**src/rtl/seq_gen.sv**
```systemverilog
// Serial pattern generator: sends PAT_W-bit frames MSB first, repeated with idle gaps.
// Define SEQ_GEN_PARITY_EN to append an even-parity bit to every frame.
module seq_gen #(
  parameter int PAT_W = 4,
  parameter int CNT_W = 4
) (
  input  logic             clk,
  input  logic             rst,
  input  logic             start,
  input  logic             abort,
  input  logic [PAT_W-1:0] pattern,
  input  logic [CNT_W-1:0] repeat_cnt,
  input  logic [1:0]       gap_len,
  output logic             out,
  output logic             busy,
  output logic             done,
  output logic [CNT_W-1:0] frames_sent
);

  localparam int IW = (PAT_W > 1) ? $clog2(PAT_W) : 1;
  localparam logic [IW-1:0] MSB = IW'(PAT_W - 1);

  typedef enum logic [2:0] {
    IDLE = 3'd0,
    SEND = 3'd1,
    GAP  = 3'd2,
`ifdef SEQ_GEN_PARITY_EN
    PAR  = 3'd4,
`endif
    DONE = 3'd3
  } state_t;

  state_t           state, state_n;
  logic [PAT_W-1:0] pat_q, pat_n;
  logic [CNT_W-1:0] cnt_q, cnt_n;
  logic [1:0]       gap_q, gap_n;
  logic [IW-1:0]    idx, idx_n;
  logic [1:0]       gctr, gctr_n;
  logic [CNT_W-1:0] fs_n;
  logic             out_n;
  logic             frame_end;

  always_ff @(posedge clk or negedge rst) begin
    if (!rst) begin
      state       <= IDLE;
      pat_q       <= '0;
      cnt_q       <= '0;
      gap_q       <= '0;
      idx         <= '0;
      gctr        <= '0;
      frames_sent <= '0;
      out         <= 1'b0;
    end else begin
      state       <= state_n;
      pat_q       <= pat_n;
      cnt_q       <= cnt_n;
      gap_q       <= gap_n;
      idx         <= idx_n;
      gctr        <= gctr_n;
      frames_sent <= fs_n;
      out         <= out_n;
    end
  end

  always_comb begin
    state_n   = state;
    pat_n     = pat_q;
    cnt_n     = cnt_q;
    gap_n     = gap_q;
    idx_n     = idx;
    gctr_n    = gctr;
    fs_n      = frames_sent;
    frame_end = 1'b0;
    out_n     = 1'b0;

    unique case (state)
      IDLE: begin
        if (start && !abort) begin
          pat_n = pattern;
          cnt_n = repeat_cnt;
          gap_n = gap_len;
          fs_n  = '0;
          idx_n = MSB;
          state_n = (repeat_cnt == '0) ? DONE : SEND;
        end
      end
      SEND: begin
        if (idx == '0) begin
`ifdef SEQ_GEN_PARITY_EN
          state_n = PAR;
`else
          frame_end = 1'b1;
`endif
        end else begin
          idx_n = idx - IW'(1);
        end
      end
`ifdef SEQ_GEN_PARITY_EN
      PAR: frame_end = 1'b1;
`endif
      GAP: begin
        if (gctr <= 2'd1) begin
          state_n = SEND;
          idx_n   = MSB;
        end else begin
          gctr_n = gctr - 2'd1;
        end
      end
      DONE: state_n = IDLE;
      default: state_n = IDLE;
    endcase

    if (frame_end) begin
      fs_n = frames_sent + CNT_W'(1);
      if (fs_n == cnt_q) begin
        state_n = DONE;
      end else if (gap_q != 2'd0) begin
        state_n = GAP;
        gctr_n  = gap_q;
      end else begin
        state_n = SEND;
        idx_n   = MSB;
      end
    end

    // abort outranks everything once a transmission is under way
    if (abort && state != IDLE) begin
      state_n = IDLE;
      fs_n    = frames_sent;
    end

    if (state_n == SEND) out_n = pat_n[idx_n];
`ifdef SEQ_GEN_PARITY_EN
    if (state_n == PAR) out_n = ^pat_n;
`endif
  end

  assign busy = (state != IDLE);
  assign done = (state == DONE);

endmodule

```
**config.mk**
```make
export PLATFORM = sky130hd
export DESIGN_NAME = seq_gen
export DESIGN_NICKNAME = d
export VERILOG_FILES = /design/src/rtl/seq_gen.sv
export SDC_FILE = /design/constraint.sdc
export NUM_CORES = 1
export LEC_CHECK = 0
export CAP_MARGIN = 20
export CORE_MARGIN = 1.5
export CORE_UTILIZATION = 56
export DETAILED_ROUTE_END_ITERATION = 16
export PLACE_DENSITY = 0.95
export SLEW_MARGIN = 0
export SYNTH_ARGS = -nofsm -noshare
export SYNTH_HDL_FRONTEND = slang
export SYNTH_SLANG_ARGS = --single-unit
```
**constraint.sdc**
```tcl
create_clock -name clk -period 5.2 [get_ports clk]
set_clock_uncertainty 0.15 [all_clocks]
set_input_delay 1.04 -clock clk [delete_from_list [all_inputs] [get_ports clk]]
set_output_delay 1.04 -clock clk [all_outputs]
set_load 0.02 [all_outputs]
```
# Word level (Yosys, flattened, before mapping)
# Cells that the tools add are included.
dict set report word_totals {
  elab_cells 61
  out_inout_bits 7
  regBits 22
}
dict set report classes {
  mux 30
  n_eq_ne 5
  magnitude_cmp 2
  bitwise 1
  n_reduce_logical 12
  addsub 3
}
# operator count
set ops {}
lappend ops {{two-way mux 2 bit} 14}
lappend ops {{two-way mux 4 bit} 5}
lappend ops {{two-way mux 3 bit} 4}
lappend ops {{case mux 3 bit (3 select lines)} 1}
lappend ops {{equality test 3 x 1 -> 1 bit, second input constant} 2}
lappend ops {{equality test 3 x 2 -> 1 bit, second input constant} 2}
lappend ops {{case mux 2 bit (3 select lines)} 1}
lappend ops {{nonzero test 2 bit} 3}
lappend ops {{adder 4 x 1 -> 4 bit, second input constant} 1}
lappend ops {{equality test 4 bit} 1}
lappend ops {{logical NOT 4 bit} 1}
lappend ops {{two-way mux 1 bit} 4}
lappend ops {{subtractor 2 x 1 -> 2 bit, second input constant} 2}
lappend ops {{logical NOT 3 bit} 1}
lappend ops {{< comparator 2 x 3 -> 1 bit, second input constant} 1}
lappend ops {{AND reduction 3 bit} 1}
lappend ops {{nonzero test 3 bit} 1}
lappend ops {{binary-select mux 1 bit (select 2 bit)} 1}
lappend ops {{<= comparator 2 x 1 -> 1 bit, second input constant} 1}
lappend ops {{logical AND 1 bit} 2}
lappend ops {{logical NOT 2 bit} 1}
lappend ops {{AND reduction 2 bit} 1}
lappend ops {{logical NOT 1 bit} 1}
lappend ops {{NOT 1 bit} 1}

# Depth between registers and ports, before layout
dict set report logic_depth {
  depth_word 10
  mapped_depth 8
  depth_no_buf 8
}

# Worst setup path after synthesis
# Ideal clock, no wire load.
dict set report synth_path {
  kind {input to register}
  start {input abort}
  end {register out}
  path_slack_ns 2.713
  t_arrival_ns 2.213
  required_time_ns 4.926
  stages 6
  path_cell_list {nand2b_1 -> nor2_1 -> mux2_2 -> o211ai_1 -> a21oi_1 -> o31a_1}
}
dict set report synth_between {
  elab_cells_between_ends 18
  cone_classes {eq/ne: 1; mux: 14; reduce/logical: 3}
}
# item line_no
set synth_rtl {}
lappend synth_rtl {{start, declared} 10} ;# input logic abort,
lappend synth_rtl {{logical NOT 1 bit} 78} ;# if (start && !abort) begin
lappend synth_rtl {{logical AND 1 bit} 78}
lappend synth_rtl {{two-way mux 4 bit} 78}
lappend synth_rtl {{two-way mux 4 bit} 76} ;# unique case (state)
lappend synth_rtl {{via pat_n[1]} 34} ;# logic [PAT_W-1:0] pat_q, pat_n;
lappend synth_rtl {{binary-select mux 1 bit (select 2 bit)} 132} ;# if (state_n == SEND) out_n = pat_n[idx_n];
lappend synth_rtl {{two-way mux 1 bit (implied by the code)} 132}
lappend synth_rtl {{two-way mux 1 bit} 132}
lappend synth_rtl {{via out_n} 40} ;# logic out_n;
lappend synth_rtl {{end signal, assigned} 61} ;# out <= out_n;
lappend synth_rtl {{end, declared} 14} ;# output logic out,
# The timed path passes the listed nets, and every way through them passes these cells. The select of a mux whose other input is x is not followed.
# A chain may end at the register's enable or synchronous reset.

# Worst setup path after layout
# Ends and elaborated chain as after synthesis.

==> flow_metrics.tcl <==
set metrics [dict create \
    grt_pass1_vias 1081 \
    worstPathRequired_ns 5.26 \
    worstMarginPinSlew_ns 0.9360 \
    via_per_inst 5.734 \
    slowest_stage "nor2_1" \
    synth.distinct_cells 40 \
    rsz0062_at_grt "false" \
    max_cap_viol_count 0 \
    dp_hpwl_um 2016 \
    synth_area_leaders "dfrtp_1 (44%), nand2_1 (11%), o21ai_0 (4.0%)" \
    cts_setup_buffers 0 \
    cts_tree "built" \
    reg2reg_from "state[1]" \
    critPathKind "in -> reg" \
    syn_avg_cell_area_um2 9.003 \
    worstPathArrival_ns 3.22 \
    leakage_nw 0.6646 \
    reg2reg_slack_ns 2.49 \
    clock_sink_count 22 \
    row_count 16 \
    coreArea_um2 2022 \
    drt_iter0_markers 41 \
    cts_root_buf "clkbuf_4" \
    whs_endpoint "pat_q[2]" \
    slew_viol_final 0 \
    min_path_type "reg -> reg" \
    grt_first_pass_wirelength_um 4602 \
    yosysSeqAreaShare_pct 44.31 \
    routed_wl_um 2571 \
    htreeDepth 1 \
    die-width_um 50.10 \
    syn_to_final_growth_pct 18.63 \
    finalPower_w 0.0004402 \
    clk_path_buf_depth 2 \
    syn-num-nets 155 \
    grt_usage_pct 24.29 \
    worst-path-max-fanout 11 \
    max_stage_delay_ns 0.58 \
    drive_gt1_share_pct 6.369 \
    mappedNetlistArea_um2 1242 \
    portBuffers 20 \
    place_area_um2 1451 \
    setup_violations 0 \
    die_h_um 50.10 \
    tns_ns 0 \
    postCtsHoldBufs 0 \
    die_area_um2 2510 \
    gr-total-overflow 0 \
    wire_per_inst_um 13.97 \
    place_congestion 0.8532 \
    grt_max_degree 23 \
    power_density_nw_per_um2 298.6 \
    finalHoldViolCount 0 \
    startpoint_type "input pin" \
    synth_top_area_share_pct 44.31 \
    relSlewSlack_pct 37.41 \
    initial_core_util_pct 61.45 \
    finish.instance_area_um2 1474 \
    nets 176 \
    synth_seq_cells 22 \
    num_vias 1055 \
    period_share_pct 60.86 \
    drc 0 \
    drt_first_pass_iters 5 \
    fmax_ghz 0.3160 \
    antenna_cells 0 \
    clock_latency_ns 0.31 \
    synthArstFlopShare_pct 100.0 \
    worstReg2RegEnd "out" \
    antenna_found_initial 0 \
    layout_setup_ws_ns 2.035 \
    ir_drop_mv 0.2171 \
    status "complete, no violations" \
    synth_warnings 0 \
    period_minus_slack_ns 3.165 \
    reg2reg_depth 6 \
    io_pins 21 \
    synth_edf_count 0 \
    synth_area_leader_cell "dfrtp_1" \
    cts_resized 0 \
    synthTopCellsByCount "nand2_1 (35), dfrtp_1 (22), o21ai_0 (10), nor2_1 (8), nand3_1 (6)" \
    place_ws_ns 1.701 \
    endpoint_kind "register" \
    crit_chain "clkdlybuf4s50_1 > nand2b_1 > nor2_1 > mux2_2 > o211ai_1 > a21oi_1 > o31a_1" \
    clkTransAtPathRegs_ns 0.12 \
    synth_most_common_cell "nand2_1" \
    ys.flop_type "dfrtp_1" \
    min_from "pat_q[2]" \
    final_antenna_net_count 0 \
    worst_hold_path.num_cells 2 \
    numCtsBuffers 3 \
    synthCells 138 \
]
## logic make-up (layout without fill, tap and decap cells)
logic type               after synthesis  in the layout  synth area share (%)
AND/OR/NAND/NOR                       66             66                 25.18
AO/OA/AOI/OAI                         29             29                 17.22
flip-flops                            22             22                 44.31
buffers and inverters                  8             27                 3.222
XOR/XNOR                               6              6                 4.230
adder cells (fa/ha/maj)                3              3                 3.021
multiplexers                           3              3                 2.518
other                                  1              1                0.3018
## worst max path at each step
| stage | startpoint | cells past startpoint | to | slack, ns |
|---|---|---|---|---|
| after floorplan | abort | 6 | out | 2.71 |
| after global placement | abort | 7 | out | 1.82 |
| after detailed placement | abort | 7 | out | 1.70 |
| after CTS | abort | 7 | out | 2.04 |
| after global routing | abort | 7 | out | 1.92 |
| final | abort | 7 | out | 2.04 |
## per-stage QoR
step | hold WS, ns | std cells | utilization (%)
floorplan | 0.2836 | 138 | -
global placement | 0.3069 | 181 | 71.78
detailed placement | 0.3051 | 181 | 71.78
CTS | 0.3351 | 184 | 72.90
global route | 0.3750 | 184 | 72.90
finish | 0.3307 | 184 | 72.90
## routing by layer
| layer | track usage, % | wire [um] | part of all wire (%) | up-vias |
|---|---|---|---|---|
| met4 | 11.11 | 61 | 2.4 | 0 |
| met2 | 42.98 | 1317 | 51 | 41 |
| met5 | 0 | 0 | 0 | - |
| li1 | - | - | - | 509 |
| met1 | 27.95 | 1080 | 42 | 495 |
| met3 | 4.545 | 111 | 4.3 | 10 |
## critical path, delay by kind of cell
kind	cells	cell delay (ns)
compound gates	3	0.54
buf+inv	1	0.42
mux	1	0.42
simple gates	2	0.81
## layout make-up
cell class | count | area [um2]
clock buffers | 3 | 22.52
fillers | 155 | 548.0
inverters | 4 | 15.01
multi-input cells | 108 | 651.9
flip-flops and latches | 22 | 550.5
well taps | 27 | 33.78
repair buffers | 20 | 200.2
## cell usage in the layout, fill, tap and decap left out, drive strengths merged, types with 3 or more instances in the layout
cell / n
o211ai: 4
nand3: 6
o21ai: 10
and2: 3
inv: 4
ha: 3
a21oi: 3
nand2: 35
clkdlybuf4s50: 20
xnor2: 4
clkbuf: 3
dfrtp: 22
nor2: 8
nand2b: 4
o22ai: 3
## state kept, by name (all words and copies together), names as in the netlist
signal,count
pat_q,4
frames_sent,4
out,1
gap_q,2
cnt_q,4
idx,2
gctr,2
state,3
## where the power goes
| part | internal (W) | switching [W] | leakage (nW) |
|---|---|---|---|
| Combinational | 0.0000635 | 0.0000689 | 0.368 |
| Sequential | 0.000201 | 0.0000301 | 0.283 |
| Clock | 0.0000271 | 0.0000493 | 0.0138 |
| Total | 0.000292 | 0.000148 | 0.665 |
Power figures use the tool's default switching activity.
==> edit 1, RTL diff (config.mk and constraints unchanged) <==
The option `SEQ_GEN_PARITY_EN` is turned on by a define.
--- a/src/rtl/seq_gen.sv
+++ b/src/rtl/seq_gen.sv
@@ -1,5 +1,7 @@
 // Serial pattern generator: sends PAT_W-bit frames MSB first, repeated with idle gaps.
 // Define SEQ_GEN_PARITY_EN to append an even-parity bit to every frame.
+`define SEQ_GEN_PARITY_EN
+
 module seq_gen #(
   parameter int PAT_W = 4,
   parameter int CNT_W = 4
Formal check against the unedited RTL: not equivalent (Yosys sat finds a counterexample within 10 cycles, from zero or initial values and one cycle with rst low).
==> edit 1 against the original RTL <==
Final cell count shrank 2.7%. Critical endpoint unchanged. Area after synthesis up 6.3%. Worst setup slack better by 0.13 ns. Largest cell class unchanged. Critical path depth is the same. Synthesized cell count down 5.1%. Total power grew 28%. Non-clock buffer count did not move. Sequential cell count is the same. Design area up 4.4%. Core utilization shrank 3.3 points. Count of clock-buffer cells in the layout is 1 higher. Routed wire length increased by 6.0%. Critical path type unchanged. Die area up 6.0%.
==> edit 1: results (changes against the original RTL) <==
Sw Share=0.363 (+0.0256); CP Data Arrival Time=3.08 ns (-0.14 ns); reg2reg start=state[2]; status=finished, final reports clean; CP max stage delay=0.50 ns (-0.08 ns); wl on met1=1130 um (+4.9%); clk pwr=0.0942 mW (+23%); met2 wire length=1450 um (+10%); share of post-route cells with drive strength above 1=0.113 (+0.0489); via count=1034 (-2.0%); GPL Wtd Cong=0.831 (-2.6%); syn_nets=148 (-4.5%); Sequential Power=0.248 mW (+7%); Worst R2R Setup Slack=2.81 ns (+0.32 ns); detailed router's first-iteration violation count=30 (-27%); routed vias/inst=5.78 (+0.75%); met1 GRT Util=0.281 (+0.00131); Pleak=0.689 nW (+3.7%); final hold slack=0.364 ns (+0.0329 ns); VDD IR max=0.266 mV (+23%); Layout Nets=169 (-4.0%); pwr dens=367 nW/um2 (+23%); CP max stage cell=clkdlybuf4s50_1; Worst Hold End=cnt_q[2]; Worst Setup Slack, final=2.17 ns (+0.131 ns); global routing met2 resource utilization=0.417 (-0.0132); startpoint of the worst hold path=cnt_q[2]
-- edit 1: cell count changes after synthesis, moves of 2 or more --
cell and change:
buf_2 -2, nand2_1 -10, inv_1 +2, o211ai_1 -3, o21ai_0 -5, buf_6 +2, o31ai_1 -2, nand2b_1 -2
xnor2_1 +3, a22o_1 +3, nand3_1 -5, mux2i_1 +2
-- edit 1: cell type report --
type,count,area share
Clock buffer,4,0.0236
Inverter,6,0.0146
Multi-Input combinational cell,99,0.451
Sequential cell,22,0.358
Tap cell,28,0.0228
Timing Repair Buffer,20,0.130
-- edit 1: logic make-up after synthesis --
group	after synthesis	share of synthesized area
simple gates	51	0.203
xor+xnor	10	0.0777
flops	22	0.417
compound gates	28	0.159
mux	7	0.0578
buf+inv	10	0.0578
fa+ha+maj	3	0.0284
-- edit 1: worst max-delay path, delay by kind of cell --
kind,cells,cell delay (ns)
compound gates,3,0.65
mux,1,0.40
simple gates,2,0.48
buf+inv,1,0.50
==> edit 2, RTL diff (same flow settings) <==
Made on the original files. Make the reset (`rst`) synchronous in one clocked block.
--- a/src/rtl/seq_gen.sv
+++ b/src/rtl/seq_gen.sv
@@ -40,7 +40,7 @@
   logic             out_n;
   logic             frame_end;
 
-  always_ff @(posedge clk or negedge rst) begin
+  always_ff @(posedge clk) begin
     if (!rst) begin
       state       <= IDLE;
       pat_q       <= '0;
Formal check against the unedited RTL: differs if rst is asserted again (counterexample within 4 cycles, from zero or initial values and one cycle with rst low); with rst held inactive, the same outputs for 10 cycles.
==> edit 2 against the original RTL <==
Non-clock buffer count did not move. Sequential cell count unchanged. Routed wire length shrank 15%. Area after synthesis fell by 8.6%. Synthesized cell count fell by 15%. Largest cell class unchanged. Global-route usage down 1.7 points. Via count is 14% lower. Design area shrank 5.6%. Count of clock-buffer cells in the layout grew 1. Worst setup slack improved by 0.052 ns.
Power is not compared: it rests on default switching activity, and its combinational part moved more than twofold at a synthesized area within 25%.
==> edit 2: results (changes against the original RTL) <==
met3 wire len=78 um (-30%); syn_nets=134 (-14%); dpl ws=1.76 ns (+0.0619 ns); final wirelength=2180 um (-15%); pin count of the biggest net entering global routing=20 (-13%); Max Clock Freq=0.321 GHz (+1.7%); Seq/Total Area, Yosys=0.388 (-0.0554); via count=907 (-14%); Worst Hold End=pat_q[0]; Post-Synthesis Cells=117 (-15%); first-pass GRT wire length=3480 um (-24%); total track usage=0.226 (-0.0173); Synth Area in Compound Gates=0.159 (-0.0136); final hold slack=0.358 ns (+0.0270 ns); HPWL Detailed=1640 um (-19%); share of post-route cells with drive strength above 1=0.137 (+0.0730); Synth area leaders=dfxtp_1 (39%), mux2i_1 (9.7%), nor2_1 (7.3%); status=finished, final reports clean; met3 usage=0.0566 (+0.0111); Pre-Repair DR Iteration Count=4 (-1); met2 wire length=1040 um (-21%); Post-DP Area=1360 um2 (-6.6%); Adder-Cell Fraction of Synth Area=0.0419 (+0.0116); global routing met2 resource utilization=0.347 (-0.0832); most instantiated cells after synthesis=dfxtp_1 (22), nor2_1 (22), mux2i_1 (11); detailed router's first-iteration violation count=9 (-78%); XOR/XNOR Fraction of Synth Area=0.0463 (+0.00396)
## edit 2: cell count changes in the layout (fill, tap and decap cells not counted), moves of 6 or more
| cell | delta |
|---|---|
| o21ai_0 | -6 |
| dfxtp_1 | +22 |
| dfrtp_1 | -22 |
| nand2_1 | -32 |
| mux2i_1 | +9 |
| nor2_1 | +14 |
## edit 2: area by class of cell
type                            instances  area (um2)
Tap cell                               27        33.8
Fill cell                             152         551
Timing Repair Buffer                   20         200
Inverter                                3        11.3
Sequential cell                        22         440
Clock buffer                            4        36.3
Multi-Input combinational cell         90         669
## edit 2: worst max-delay path, cell delays in order
cell,delay [ns]
clkdlybuf4s50_1,0.53
nor3b_4,0.76
mux2i_1,0.31
mux2i_1,0.10
o21a_1,0.19
o2111a_1,0.23
## edit 2: power by group through the flow
stage	clock, mW	combinational, mW	sequential (mW)
after floorplan	0	0.0235	0.181
after CTS	0.0968	0.0396	0.178
after global routing	0.105	0.0426	0.179
after global placement	0	0.0380	0.181
final	0.0954	0.0395	0.178
after detailed placement	0	0.0394	0.181
